<file path="src/rtl/dmem_access_ctrl.sv">
// dmem_access_ctrl
//   Multi-cycle load/store initiator in front of a word-addressed 32-bit
//   data memory with combinational read and level-sensitive write.
//   Loads read the addressed word and extract/extend the selected lane.
//   Sub-word stores read the word first and write back a merged word.
//   Every write pulse is framed by a SETUP and a HOLD cycle, so the
//   address and data stay stable around write_en.
module dmem_access_ctrl #(
    parameter int MEM_WORDS = 256,
    parameter int ADDR_W    = 16
) (
    input  logic              clk,
    input  logic              rst_n,
    // request channel from the datapath control FSM
    input  logic              req_valid,
    output logic              req_ready,
    input  logic              req_write,
    input  logic [1:0]        req_size,
    input  logic              req_signed,
    input  logic [ADDR_W+1:0] req_addr,
    input  logic [31:0]       req_wdata,
    // response channel
    output logic              resp_valid,
    input  logic              resp_ready,
    output logic [31:0]       resp_rdata,
    output logic              resp_err,
    // memory side
    output logic [ADDR_W-1:0] data_address,
    output logic              write_en,
    output logic [31:0]       write_data,
    input  logic [31:0]       read_data
);

    // Controller states
    localparam logic [2:0] S_IDLE  = 3'd0;
    localparam logic [2:0] S_RD    = 3'd1;
    localparam logic [2:0] S_SETUP = 3'd2;
    localparam logic [2:0] S_WR    = 3'd3;
    localparam logic [2:0] S_HOLD  = 3'd4;
    localparam logic [2:0] S_RESP  = 3'd5;

    // Access size encodings; 2'b11 is illegal
    localparam logic [1:0] SZ_BYTE = 2'b00;
    localparam logic [1:0] SZ_HALF = 2'b01;
    localparam logic [1:0] SZ_WORD = 2'b10;

    localparam logic [31:0] MEM_WORDS_U = 32'(MEM_WORDS);

    // Extract the addressed lane of a memory word and zero/sign extend it.
    function automatic logic [31:0] extract_load(
        input logic [31:0] word,
        input logic [1:0]  size,
        input logic [1:0]  lane,
        input logic        sext
    );
        logic [7:0]  b;
        logic [15:0] h;
        logic [31:0] r;
        b = word[{lane, 3'b000} +: 8];
        h = lane[1] ? word[31:16] : word[15:0];
        case (size)
            SZ_BYTE: r = {{24{sext & b[7]}}, b};
            SZ_HALF: r = {{16{sext & h[15]}}, h};
            default: r = word;
        endcase
        return r;
    endfunction

    // Replace only the addressed lane of the current word with store data.
    function automatic logic [31:0] merge_store(
        input logic [31:0] word,
        input logic [31:0] wdata,
        input logic [1:0]  size,
        input logic [1:0]  lane
    );
        logic [31:0] m;
        m = word;
        case (size)
            SZ_BYTE: m[{lane, 3'b000} +: 8] = wdata[7:0];
            SZ_HALF: begin
                if (lane[1]) begin
                    m[31:16] = wdata[15:0];
                end else begin
                    m[15:0] = wdata[15:0];
                end
            end
            default: m = wdata;
        endcase
        return m;
    endfunction

    // Control state and registered outputs
    logic [2:0]        state_q,        state_d;
    logic [ADDR_W-1:0] data_address_q, data_address_d;
    logic [31:0]       write_data_q,   write_data_d;
    logic              write_en_q,     write_en_d;
    logic              resp_valid_q,   resp_valid_d;
    logic              resp_err_q,     resp_err_d;
    logic [31:0]       resp_rdata_q,   resp_rdata_d;

    // Request fields captured at acceptance
    logic              write_q;
    logic [1:0]        size_q;
    logic              signed_q;
    logic [1:0]        lane_q;
    logic [31:0]       wdata_q;

    // Decoded view of the incoming request
    logic              accept;
    logic [ADDR_W-1:0] req_idx;
    logic [1:0]        req_lane;
    logic              req_err;
    logic              req_word_store;

    assign accept         = (state_q == S_IDLE) && req_valid;
    assign req_idx        = req_addr[ADDR_W+1:2];
    assign req_lane       = req_addr[1:0];
    assign req_word_store = req_write && (req_size == SZ_WORD);

    // Misaligned, out-of-range or illegal-size requests never touch memory
    always_comb begin
        req_err = 1'b0;
        if (req_size == 2'b11) begin
            req_err = 1'b1;
        end
        if ((req_size == SZ_HALF) && req_lane[0]) begin
            req_err = 1'b1;
        end
        if ((req_size == SZ_WORD) && (req_lane != 2'b00)) begin
            req_err = 1'b1;
        end
        if (32'(req_idx) >= MEM_WORDS_U) begin
            req_err = 1'b1;
        end
    end

    // Next-state and next-output computation for the access sequencer
    always_comb begin
        state_d        = state_q;
        data_address_d = data_address_q;
        write_data_d   = write_data_q;
        resp_err_d     = resp_err_q;
        resp_rdata_d   = resp_rdata_q;

        case (state_q)
            S_IDLE: begin
                if (accept) begin
                    resp_rdata_d = 32'h0;
                    if (req_err) begin
                        // data_address is left alone: no memory access at all
                        resp_err_d = 1'b1;
                        state_d    = S_RESP;
                    end else begin
                        resp_err_d     = 1'b0;
                        data_address_d = req_idx;
                        if (req_word_store) begin
                            // full word needs no read; data is ready for SETUP
                            write_data_d = req_wdata;
                            state_d      = S_SETUP;
                        end else begin
                            state_d = S_RD;
                        end
                    end
                end
            end
            S_RD: begin
                if (write_q) begin
                    write_data_d = merge_store(read_data, wdata_q, size_q, lane_q);
                    state_d      = S_SETUP;
                end else begin
                    resp_rdata_d = extract_load(read_data, size_q, lane_q, signed_q);
                    state_d      = S_RESP;
                end
            end
            S_SETUP: state_d = S_WR;
            S_WR:    state_d = S_HOLD;
            S_HOLD:  state_d = S_RESP;
            S_RESP: begin
                if (resp_ready) begin
                    resp_err_d   = 1'b0;
                    resp_rdata_d = 32'h0;
                    state_d      = S_IDLE;
                end
            end
            default: state_d = S_IDLE;
        endcase

        // Strobes follow the state being entered so they are glitch-free flops
        write_en_d   = (state_d == S_WR);
        resp_valid_d = (state_d == S_RESP);
    end

    // Sequencer state and memory/response outputs, cleared asynchronously
    always_ff @(posedge clk or negedge rst_n) begin
        if (!rst_n) begin
            state_q        <= S_IDLE;
            data_address_q <= '0;
            write_data_q   <= 32'h0;
            write_en_q     <= 1'b0;
            resp_valid_q   <= 1'b0;
            resp_err_q     <= 1'b0;
            resp_rdata_q   <= 32'h0;
        end else begin
            state_q        <= state_d;
            data_address_q <= data_address_d;
            write_data_q   <= write_data_d;
            write_en_q     <= write_en_d;
            resp_valid_q   <= resp_valid_d;
            resp_err_q     <= resp_err_d;
            resp_rdata_q   <= resp_rdata_d;
        end
    end

    // Request capture; pure data, only meaningful after an acceptance
    always_ff @(posedge clk) begin
        if (accept) begin
            write_q  <= req_write;
            size_q   <= req_size;
            signed_q <= req_signed;
            lane_q   <= req_lane;
            wdata_q  <= req_wdata;
        end
    end

    assign req_ready    = (state_q == S_IDLE);
    assign resp_valid   = resp_valid_q;
    assign resp_err     = resp_err_q;
    assign resp_rdata   = resp_rdata_q;
    assign data_address = data_address_q;
    assign write_en     = write_en_q;
    assign write_data   = write_data_q;

endmodule
</file>
<file path="config.mk">
export PLATFORM = sky130hd
export DESIGN_NAME = dmem_access_ctrl
export DESIGN_NICKNAME = d
export VERILOG_FILES = /design/src/rtl/dmem_access_ctrl.sv
export SDC_FILE = /design/constraint.sdc
export NUM_CORES = 1
export LEC_CHECK = 0
export ABC_AREA = 1
export BUFFER_PORTS_ARGS = -buffer_cell sky130_fd_sc_hd__buf_2
export CAP_MARGIN = 10
export CORE_ASPECT_RATIO = 2
export CORE_UTILIZATION = 49
export DETAILED_ROUTE_END_ITERATION = 7
export GPL_TIMING_DRIVEN = 0
export PLACE_DENSITY = 0.81
export RECOVER_POWER = 100
export SYNTH_ARGS = -nofsm -noshare
export SYNTH_HDL_FRONTEND = slang
export SYNTH_SLANG_ARGS = --single-unit
</file>
<file path="constraint.sdc">
create_clock -name clk -period 2.1 [get_ports clk]
set_clock_uncertainty 0.2 [all_clocks]
set_input_delay 0.525 -clock clk [delete_from_list [all_inputs] [get_ports clk]]
set_output_delay 0.525 -clock clk [all_outputs]
set_load 0.005 [all_outputs]
</file>
==> impl_metrics.ini, run 1 <==
[timing]
worstMarginPinSlew_ns = 0.853
min_period_ns = 2.13
fmax_mhz = 470
fin_ws_ns = -0.0284
maxSlewViolCount = 0
hold_viol = 0
whs_ns = 0.0799
period_share = 1.01
setup_viol = 1
rsz0062_at_grt = yes
slew_headroom = 0.431

[synth]
synth.distinct_cells = 29
avgSynthCellArea_um2 = 7.35
synthCells = 987
synth_warnings = 0
syn_nets = 1082
synth-seq-cells = 124
netlist_area_mm2 = 0.00725
ys_seq_area_frac = 0.454

[worst_hold_path]
hp-class = primary input to flip-flop
whs_path_depth = 1

[job]
maxCapViolCount = 0

[die]
num_rows = 62
dieWidth_um = 88.0
dieArea_mm2 = 0.0153
initial_utilization = 0.503
coreArea_mm2 = 0.0144
die_h_um = 174
io_pins = 174

[clocking]
clkTransAtPathRegs_ns = 0.06
cts_tree = built
cts_buffers = 17
insertion_delay_ns = 0.43
root_buffer = clkbuf_16
clk_path_buf_depth = 2
clock_sinks = 124
h-tree-depth = 4

[worst_setup_path]
critPathCaptureType = flip-flop
slowest_stage = edfxtp_1
slowest_delay_ns = 0.39
worstPathCellList = buf_6, inv_8, buf_12, ha_4, buf_2, nand4_1, a21oi_2, nor2_1, nor2_1, nand2_1, nand2_1
cp_max_fo = 8
r2r_cells = 11
crit_path_start_kind = flip-flop
worstSetupPathType = flip-flop to flip-flop
crit_required_ns = 2.27
worstPathArrival_ns = 2.29

[pwr]
internal_power_mw = 6.98
power_frac_comb = 0.444
power.leakage_nw = 4.56
ir_drop_mv = 0.800
power.total_mw = 11.9
power_switching_mw = 4.88
seqPwrFrac = 0.310
sw_frac_of_total = 0.412
p_per_area_mw_per_mm2 = 1280
p_clk_frac = 0.246

[place]
hpwlAfterDp_um = 18700
place_ws_ns = -0.542
dpl-instance-area_mm2 = 0.00841
globalplace.congestion = 0.983
io_buffers = 173
place_inst = 1353

[detailed_routing]
ant_nets = 0
drt_iter0_drc = 466
routed_wl_um = 24200
firstDrtPassIters = 7
routed-via-count = 7648
viasPerCell = 5.46
route.detailed.drc = 0
wire_per_inst_um = 17.3

[global_routing]
grt_start_max_net_pins = 53
grt-ovfl-total = 0
grt_antenna_before_repair = 0
grt_usage = 0.329
grt_pass1_wl_um = 37300
grt_pass1_vias = 7364

[cells_and_area]
area_delta_synth_final_pct = 27.7
final_area_mm2 = 0.00926
drive_above_1_share = 0.237
finalNonFillerCells = 1401
num_antenna_cells = 0
nets = 1291

[status]
status = finished with violations
failed_checks = setup timing
[state kept, by name (all words and copies together) (netlist names)]
signal        cells
state_q           3
size_q            2
data_address     16
lane_q            2
write_q           1
write_en          1
resp_rdata       32
wdata_q          32
resp_valid        1
resp_err          1
write_data       32
signed_q          1
[final timing paths]
path / slack, ns / to / startpoint
max in group asynchronous: 0.19 / write_data[21]$_DFFE_PN0P_ / rst_n
worst max register to register: -0.03 / write_data[12]$_DFFE_PN0P_ / lane_q[1]$_DFFE_PP_
worst min-delay path: 0.08 / signed_q$_DFFE_PP_ / req_signed
worst min register to register: 0.26 / data_address[13]$_DFFE_PN0P_ / data_address[13]$_DFFE_PN0P_
worst max-delay path: -0.03 / write_data[12]$_DFFE_PN0P_ / lane_q[1]$_DFFE_PP_
min in group asynchronous: 0.55 / write_data[11]$_DFFE_PN0P_ / rst_n
[power groups by stage]
stage / clock, mW / combinational (mW) / sequential (mW)
final: 2.92 / 5.26 / 3.68
after global routing: 3.05 / 5.84 / 3.74
after CTS: 2.96 / 5.14 / 3.66
after detailed placement: 0 / 4.96 / 3.70
after global placement: 0 / 4.87 / 3.69
after floorplan: 0 / 3.21 / 3.65
[per-stage QoR]
step                 util  TNS [ns]
floorplan               -         0
global route        0.642     -1.14
finish              0.642   -0.0284
CTS                 0.636    -0.201
global placement    0.581    -46.11
detailed placement  0.583    -12.42
[cell usage in the layout (no fill, tap or decap), types with 10 or more instances in the layout]
| master | Yosys | layout |
|---|---|---|
| a21oi_1 | 75 | 65 |
| a21oi_2 | 0 | 10 |
| buf_2 | 28 | 139 |
| buf_4 | 7 | 21 |
| buf_6 | 7 | 10 |
| clkbuf_1 | 12 | 62 |
| clkbuf_16 | 0 | 17 |
| dfrtp_1 | 86 | 86 |
| edfxtp_1 | 38 | 38 |
| inv_1 | 66 | 63 |
| nand2_1 | 323 | 320 |
| nand3_1 | 66 | 66 |
| nor2_1 | 87 | 81 |
| o21ai_0 | 89 | 82 |
| o21ai_1 | 25 | 30 |
| or2_2 | 17 | 17 |
[kinds of logic (layout without fill, tap and decap cells)]
family          Yosys count  in the layout  share of synthesized area
compound gates          211            211                      0.154
flops                   124            124                      0.454
simple gates            517            517                      0.300
buf+inv                 130            352                     0.0831
fa+ha+maj                 5              5                    0.00863
[synthesized netlist by cell type, drive strengths merged]
cell type | count | area share
buf | 42 | 0.037
a22oi | 6 | 0.0062
o21ai | 121 | 0.087
clkinv | 1 | 0.00052
nand2 | 329 | 0.17
nand3 | 69 | 0.051
nand4 | 8 | 0.0090
and2 | 2 | 0.0017
dfrtp | 86 | 0.30
a21oi | 75 | 0.052
o211ai | 9 | 0.0093
edfxtp | 38 | 0.16
ha | 5 | 0.0086
inv | 74 | 0.038
clkbuf | 13 | 0.0069
nor2 | 92 | 0.051
or2 | 17 | 0.015
[per-layer routing]
layer	GRT usage	wire, um	up-vias
met5	0	0	-
met4	0.255	1760	0
met3	0.0736	1560	117
met2	0.579	12800	393
met1	0.319	8060	3487
li1	-	-	3651
[final cells by class]
type | instances | area, um2
inverters | 75 | 325
plain buffers | 53 | 369
repair inverters | 1 | 3.75
flip-flops and latches | 124 | 3290
clock buffers | 19 | 453
multi-input cells | 733 | 3480
fillers | 1409 | 5170
clock inverters | 13 | 140
repair buffers | 191 | 960
well taps | 192 | 240
[critical path: cells and delay by family, from the launching register on]
kind	cells	cell delay [ns]
buffers and inverters	4	0.53
and+or+nand+nor	5	0.42
DFF	1	0.39
adders and majority gates	1	0.34
AOI/OAI and AO/OA	1	0.18
[timing repair]
item	CTS	global route
buffers inserted	2	12
resized for setup	41	41
endpoints found under the hold margin	34	0
setup endpoints to repair	49	48
hold buffers	1	0
cloned	1	2
pin swaps	2	16
No activity file was read; power rests on OpenSTA's default activity.
==> inputs of run 2 (changes only) <==
- clock period: 2.1 -> 1.8 ns (I/O delays scaled with it)
==> impl_metrics.ini, run 2 (synthesis gave the netlist of run 1 again) <==
[status]
failed_checks = setup timing
status = finished with violations

[die]
dieArea_mm2 = 0.0153
io_pins = 174
dieWidth_um = 88.0
coreArea_mm2 = 0.0144
num_rows = 62
die_h_um = 174
initial_utilization = 0.503

[worst_setup_path]
crit_path_start_kind = flip-flop
worstPathArrival_ns = 2.33
r2r_cells = 13
worstPathCellList = buf_6, inv_6, buf_8, buf_12, ha_4, nand2_4, inv_2, nand2_1, a21oi_2, nor2_1, nor2_2, nand2_1, nand2_1
critPathCaptureType = flip-flop
r2r_setup_slack_ns = -0.37
cp_max_fo = 7
crit_required_ns = 1.96
slowest_delay_ns = 0.39
slowest_stage = edfxtp_1
worstSetupPathType = flip-flop to flip-flop
critPathMostFrequentCell = nand2_1

[timing]
setup_viol = 117
min_period_ns = 2.17
fin_ws_ns = -0.367
hold_viol = 0
maxSlewViolCount = 0
rsz0062_at_grt = yes
fin_setup_tns_ns = -15.53
worstMarginPinSlew_ns = 0.894
slew_headroom = 0.404
period_share = 1.20
fmax_mhz = 461

[pwr]
power_frac_comb = 0.516
seqPwrFrac = 0.279
internal_power_mw = 8.94
sw_frac_of_total = 0.425
power.leakage_nw = 4.94
p_clk_frac = 0.205
power_switching_mw = 6.62
p_per_area_mw_per_mm2 = 1520
ir_drop_mv = 1.04

[place]
dpl-instance-area_mm2 = 0.00852
place_ws_ns = -0.688
globalplace.congestion = 0.972
io_buffers = 173
hpwlAfterDp_um = 19100

[global_routing]
grt_usage = 0.353
grt_pass1_wl_um = 39700
grt_antenna_before_repair = 0
grt-ovfl-total = 0
grt_start_max_net_pins = 53
grt_pass1_vias = 7588

[job]
maxCapViolCount = 0

[worst_hold_path]
hp-class = primary input to flip-flop
whs_path_depth = 1

[cells_and_area]
nets = 1333
final_area_mm2 = 0.0102
num_antenna_cells = 0
drive_above_1_share = 0.307
mostFrequentLayoutCells = nand2_1, buf_2, dfrtp_1, nor2_1, inv_1
num-fill-cells = 1232
area_delta_synth_final_pct = 41.1
final_common_cell = nand2_1
seq_area_mm2 = 0.00329
multi_input_area_mm2 = 0.00382

[detailed_routing]
viasPerCell = 5.66
wire_per_inst_um = 19.4
firstDrtPassIters = 7
routed_wl_um = 28000
drt_iter0_drc = 743
routed-via-count = 8165
ant_nets = 0
route.detailed.drc = 0

[clocking]
clk_path_buf_depth = 2
cts_buffers = 17
root_buffer = clkbuf_16
h-tree-depth = 4
insertion_delay_ns = 0.43
cts_tree = built
clkTransAtPathRegs_ns = 0.06
clock_sinks = 124
[run 2: cell count changes in the layout (fill, tap and decap cells not counted), moves of 13 or more]
cell	previous run	this run
buf_2	139	121
buf_4	21	38
nand2_1	320	306
nand3_1	66	50
o21ai_0	82	51
o21ai_1	30	47
o21ai_2	9	22
[run 2: repair_timing]
action / CTS / global route
setup endpoints to repair: 82 / 81
pin swaps: 39 / 44
gates resized for setup: 105 / 121
setup buffers: 25 / 17
cloned: 6 / 5
hold buffers: 5 / 0
endpoints found under the hold margin: 38 / 0
[run 2: path summary, 6_finish.rpt]
| kind | startpoint | endpoint |
|---|---|---|
| max | lane_q[1]$_DFFE_PP_ | write_data[16]$_DFFE_PN0P_ |
| min | req_wdata[21] | wdata_q[21]$_DFFE_PP_ |
| min in group asynchronous | rst_n | write_data[11]$_DFFE_PN0P_ |
| max in group asynchronous | rst_n | state_q[1]$_DFF_PN0_ |
| min reg2reg | data_address[8]$_DFFE_PN0P_ | data_address[8]$_DFFE_PN0P_ |
| max reg2reg | lane_q[1]$_DFFE_PP_ | write_data[16]$_DFFE_PN0P_ |
[run 2: area by class of cell]
type | instances | share of cell area
Inverter | 75 | 0.0326
Sequential cell | 124 | 0.322
Clock buffer | 20 | 0.0457
Timing Repair inverter | 3 | 0.00232
Timing Repair Buffer | 228 | 0.137
Multi-Input combinational cell | 734 | 0.373
Buffer | 55 | 0.0555
Tap cell | 192 | 0.0235
Clock inverter | 12 | 0.00832
[run 2: layer usage]
metal	wire length, um	share of wire	track usage	vias to the layer above
met3	2300	0.082	0.0750	183
met2	14200	0.51	0.619	529
li1	-	-	-	3738
met1	9010	0.32	0.357	3715
met5	0	0	0	-
met4	2400	0.086	0.250	0
[run 2: metrics by stage]
| stage | utilization | total power [mW] | hold slack (ns) | std cells |
|---|---|---|---|---|
| 3_3_place_gp | 0.588 | 10.1 | 0.246 | 1352 |
| 6_report | 0.709 | 15.6 | 0.0109 | 1443 |
| 4_1_cts | 0.672 | 14.4 | 0.00113 | 1421 |
| 2_1_floorplan | - | 8.11 | -0.0456 | 987 |
| 3_5_place_dp | 0.590 | 10.3 | 0.228 | 1353 |
| 5_1_grt | 0.709 | 16.4 | 0.00406 | 1443 |
[run 2: power groups by stage]
stage | sequential, mW | combinational [mW] | clock [mW]
floorplan | 4.26 | 3.85 | 0
detailed placement | 4.31 | 5.98 | 0
finish | 4.34 | 8.03 | 3.19
global route | 4.39 | 8.68 | 3.34
global placement | 4.29 | 5.85 | 0
CTS | 4.28 | 6.90 | 3.22
[run 2: worst max-delay path, delay by kind of cell (launching register included)]
family	cells	cell delay (ns)
compound gates	1	0.12
fa+ha+maj	1	0.34
buf+inv	5	0.48
flops	1	0.39
simple gates	6	0.56
==> inputs of run 3 (changes only) <==
--- a/config.mk
+++ b/config.mk
@@ -10,4 +10,5 @@
 export CAP_MARGIN = 10
 export CORE_ASPECT_RATIO = 2
+export CORE_MARGIN = 4
 export CORE_UTILIZATION = 49
 export DETAILED_ROUTE_END_ITERATION = 7
==> constraint.sdc (replaced) <==
create_clock -name clk -period 1.8 [get_ports clk]
set_clock_uncertainty 0.2 [all_clocks]
set_input_delay 0.45 -clock clk [delete_from_list [all_inputs] [get_ports clk]]
set_output_delay 0.45 -clock clk [all_outputs]
set_load 0.01 [all_outputs]
==> impl_metrics.ini, run 3 (synthesis gave the netlist of run 1 again) <==
[die]
initial_utilization = 0.503
io_pins = 174
dieArea_mm2 = 0.0169
coreArea_mm2 = 0.0144
die_h_um = 180
num_rows = 62
dieWidth_um = 94.0

[place]
place_inst = 1353
io_buffers = 173
hpwlAfterDp_um = 19500
globalplace.congestion = 1.01
dpl-instance-area_mm2 = 0.00852

[worst_setup_path]
crit_path_end = write_data[16]$_DFFE_PN0P_
worstPathCellList = buf_6, inv_6, buf_8, buf_12, ha_4, buf_4, nand2_4, inv_1, nand2_1, a21oi_2, nor2_1, nor2_2, nand2_1, nand2_1
critPathMostFrequentCell = nand2_1
path_delay_family = buffers and inverters
crit_path_start_kind = flip-flop
slowest_delay_ns = 0.42
r2r_cells = 14
cp_num_buf_inv = 6
r2r-start = lane_q[1]$_DFFE_PP_
worstPathArrival_ns = 2.43
reg2reg_to = write_data[16]$_DFFE_PN0P_
r2r_setup_slack_ns = -0.46
critPathCaptureType = flip-flop
crit_required_ns = 1.97
worstSetupPathType = flip-flop to flip-flop
worstSetupStartpoint = lane_q[1]$_DFFE_PP_
cp_max_fo = 5
slowest_stage = edfxtp_1
crit_cells = 14

[worst_hold_path]
whs_path_depth = 1
holdCritStartpoint = req_wdata[7]
hp-class = primary input to flip-flop

[global_routing]
grt_usage = 0.323
grt_pass1_wl_um = 42000
grt_pass1_vias = 8222
grt_start_max_net_pins = 52
grt_antenna_before_repair = 0
grt-ovfl-total = 0

[timing]
whs_ns = 0.0130
fin_ws_ns = -0.461
min_period_ns = 2.26
maxSlewViolCount = 0
worstMarginPinSlew_ns = 0.966
setup_viol = 106
fmax_mhz = 442
slew_headroom = 0.356
period_share = 1.26
hold_viol = 0
rsz0062_at_grt = yes

[cells_and_area]
num_antenna_cells = 0
drive_above_1_share = 0.306
num-fill-cells = 1190
nets = 1350
finalNonFillerCells = 1460
final_common_cell = nand2_1
mostFrequentLayoutCells = nand2_1, clkbuf_1, dfrtp_1, buf_2, nor2_1
final_area_mm2 = 0.0105
area_delta_synth_final_pct = 44.7

[detailed_routing]
route.detailed.drc = 0
ant_nets = 0
viasPerCell = 5.69
firstDrtPassIters = 8
routed_wl_um = 28300
wire_per_inst_um = 19.4
routed-via-count = 8301
drt_iter0_drc = 679

[clocking]
h-tree-depth = 4
insertion_delay_ns = 0.43
cts_tree = built
clkTransAtPathRegs_ns = 0.07
clock_sinks = 124
root_buffer = clkbuf_16
cts_buffers = 17
clk_path_buf_depth = 2

[pwr]
p_per_area_mw_per_mm2 = 1540
ir_drop_mv = 1.03
power.leakage_nw = 4.90

[status]
status = finished with violations
failed_checks = setup timing

[job]
maxCapViolCount = 0
## run 3: cell types whose count changed in the layout (fill, tap and decap cells not counted), sizes merged
cell and delta:
bufinv +1, inv -4, clkinv +1, dlygate4sd3 +9, clkbuf +48, clkinvlp +2, buf -39, nand2 -1
## run 3: how the worst min path moves through the flow
stage / to
2_1_floorplan: data_address[0]$_DFFE_PN0P_
3_3_place_gp: data_address[12]$_DFFE_PN0P_
3_5_place_dp: write_data[8]$_DFFE_PN0P_
4_1_cts: wdata_q[7]$_DFFE_PP_
5_1_grt: wdata_q[2]$_DFFE_PP_
6_report: wdata_q[7]$_DFFE_PP_
## run 3: layout make-up
class	instances	area [um2]	area share
clock buffers	19	464	0.0442
clock inverters	13	129	0.0123
repair buffers	247	1550	0.148
flip-flops and latches	124	3290	0.314
inverters	75	347	0.0330
well taps	192	240	0.0229
repair inverters	2	17.5	0.00167
multi-input cells	733	3920	0.374
plain buffers	55	533	0.0508
## run 3: per-layer routing
layer / track usage / vias to the layer above / part of all wire
met5: 0 / - / 0
met4: 0.252 / 0 / 0.098
met3: 0.0694 / 215 / 0.078
met2: 0.568 / 533 / 0.51
met1: 0.314 / 3784 / 0.31
li1: - / 3769 / -
## run 3: what timing repair did
item,4_1_cts,5_1_grt
endpoints found under the setup margin,81,77
pin swaps,66,71
gates resized for setup,112,139
gates cloned,4,5
hold buffers,14,0
setup buffers,34,19
endpoints found under the hold margin,48,0
## run 3: power by group
group	internal (mW)	leakage (nW)	switching (mW)
Combinational	3.35	3.14	5.06
Sequential	3.78	1.47	0.537
Clock	2.04	0.292	1.37
Total	9.17	4.90	6.97
## run 3: metrics by stage
| step | TNS, ns | total power, mW | setup slack, ns | utilization |
|---|---|---|---|---|
| 6_report | -18.53 | 16.1 | -0.461 | 0.727 |
| 5_1_grt | -29.19 | 17.0 | -0.503 | 0.727 |
| 4_1_cts | -11.21 | 14.8 | -0.398 | 0.688 |
| 3_5_place_dp | -22.46 | 10.5 | -0.684 | 0.591 |
| 3_3_place_gp | -77.16 | 10.4 | -0.670 | 0.589 |
| 2_1_floorplan | -2.81 | 8.35 | -0.128 | - |
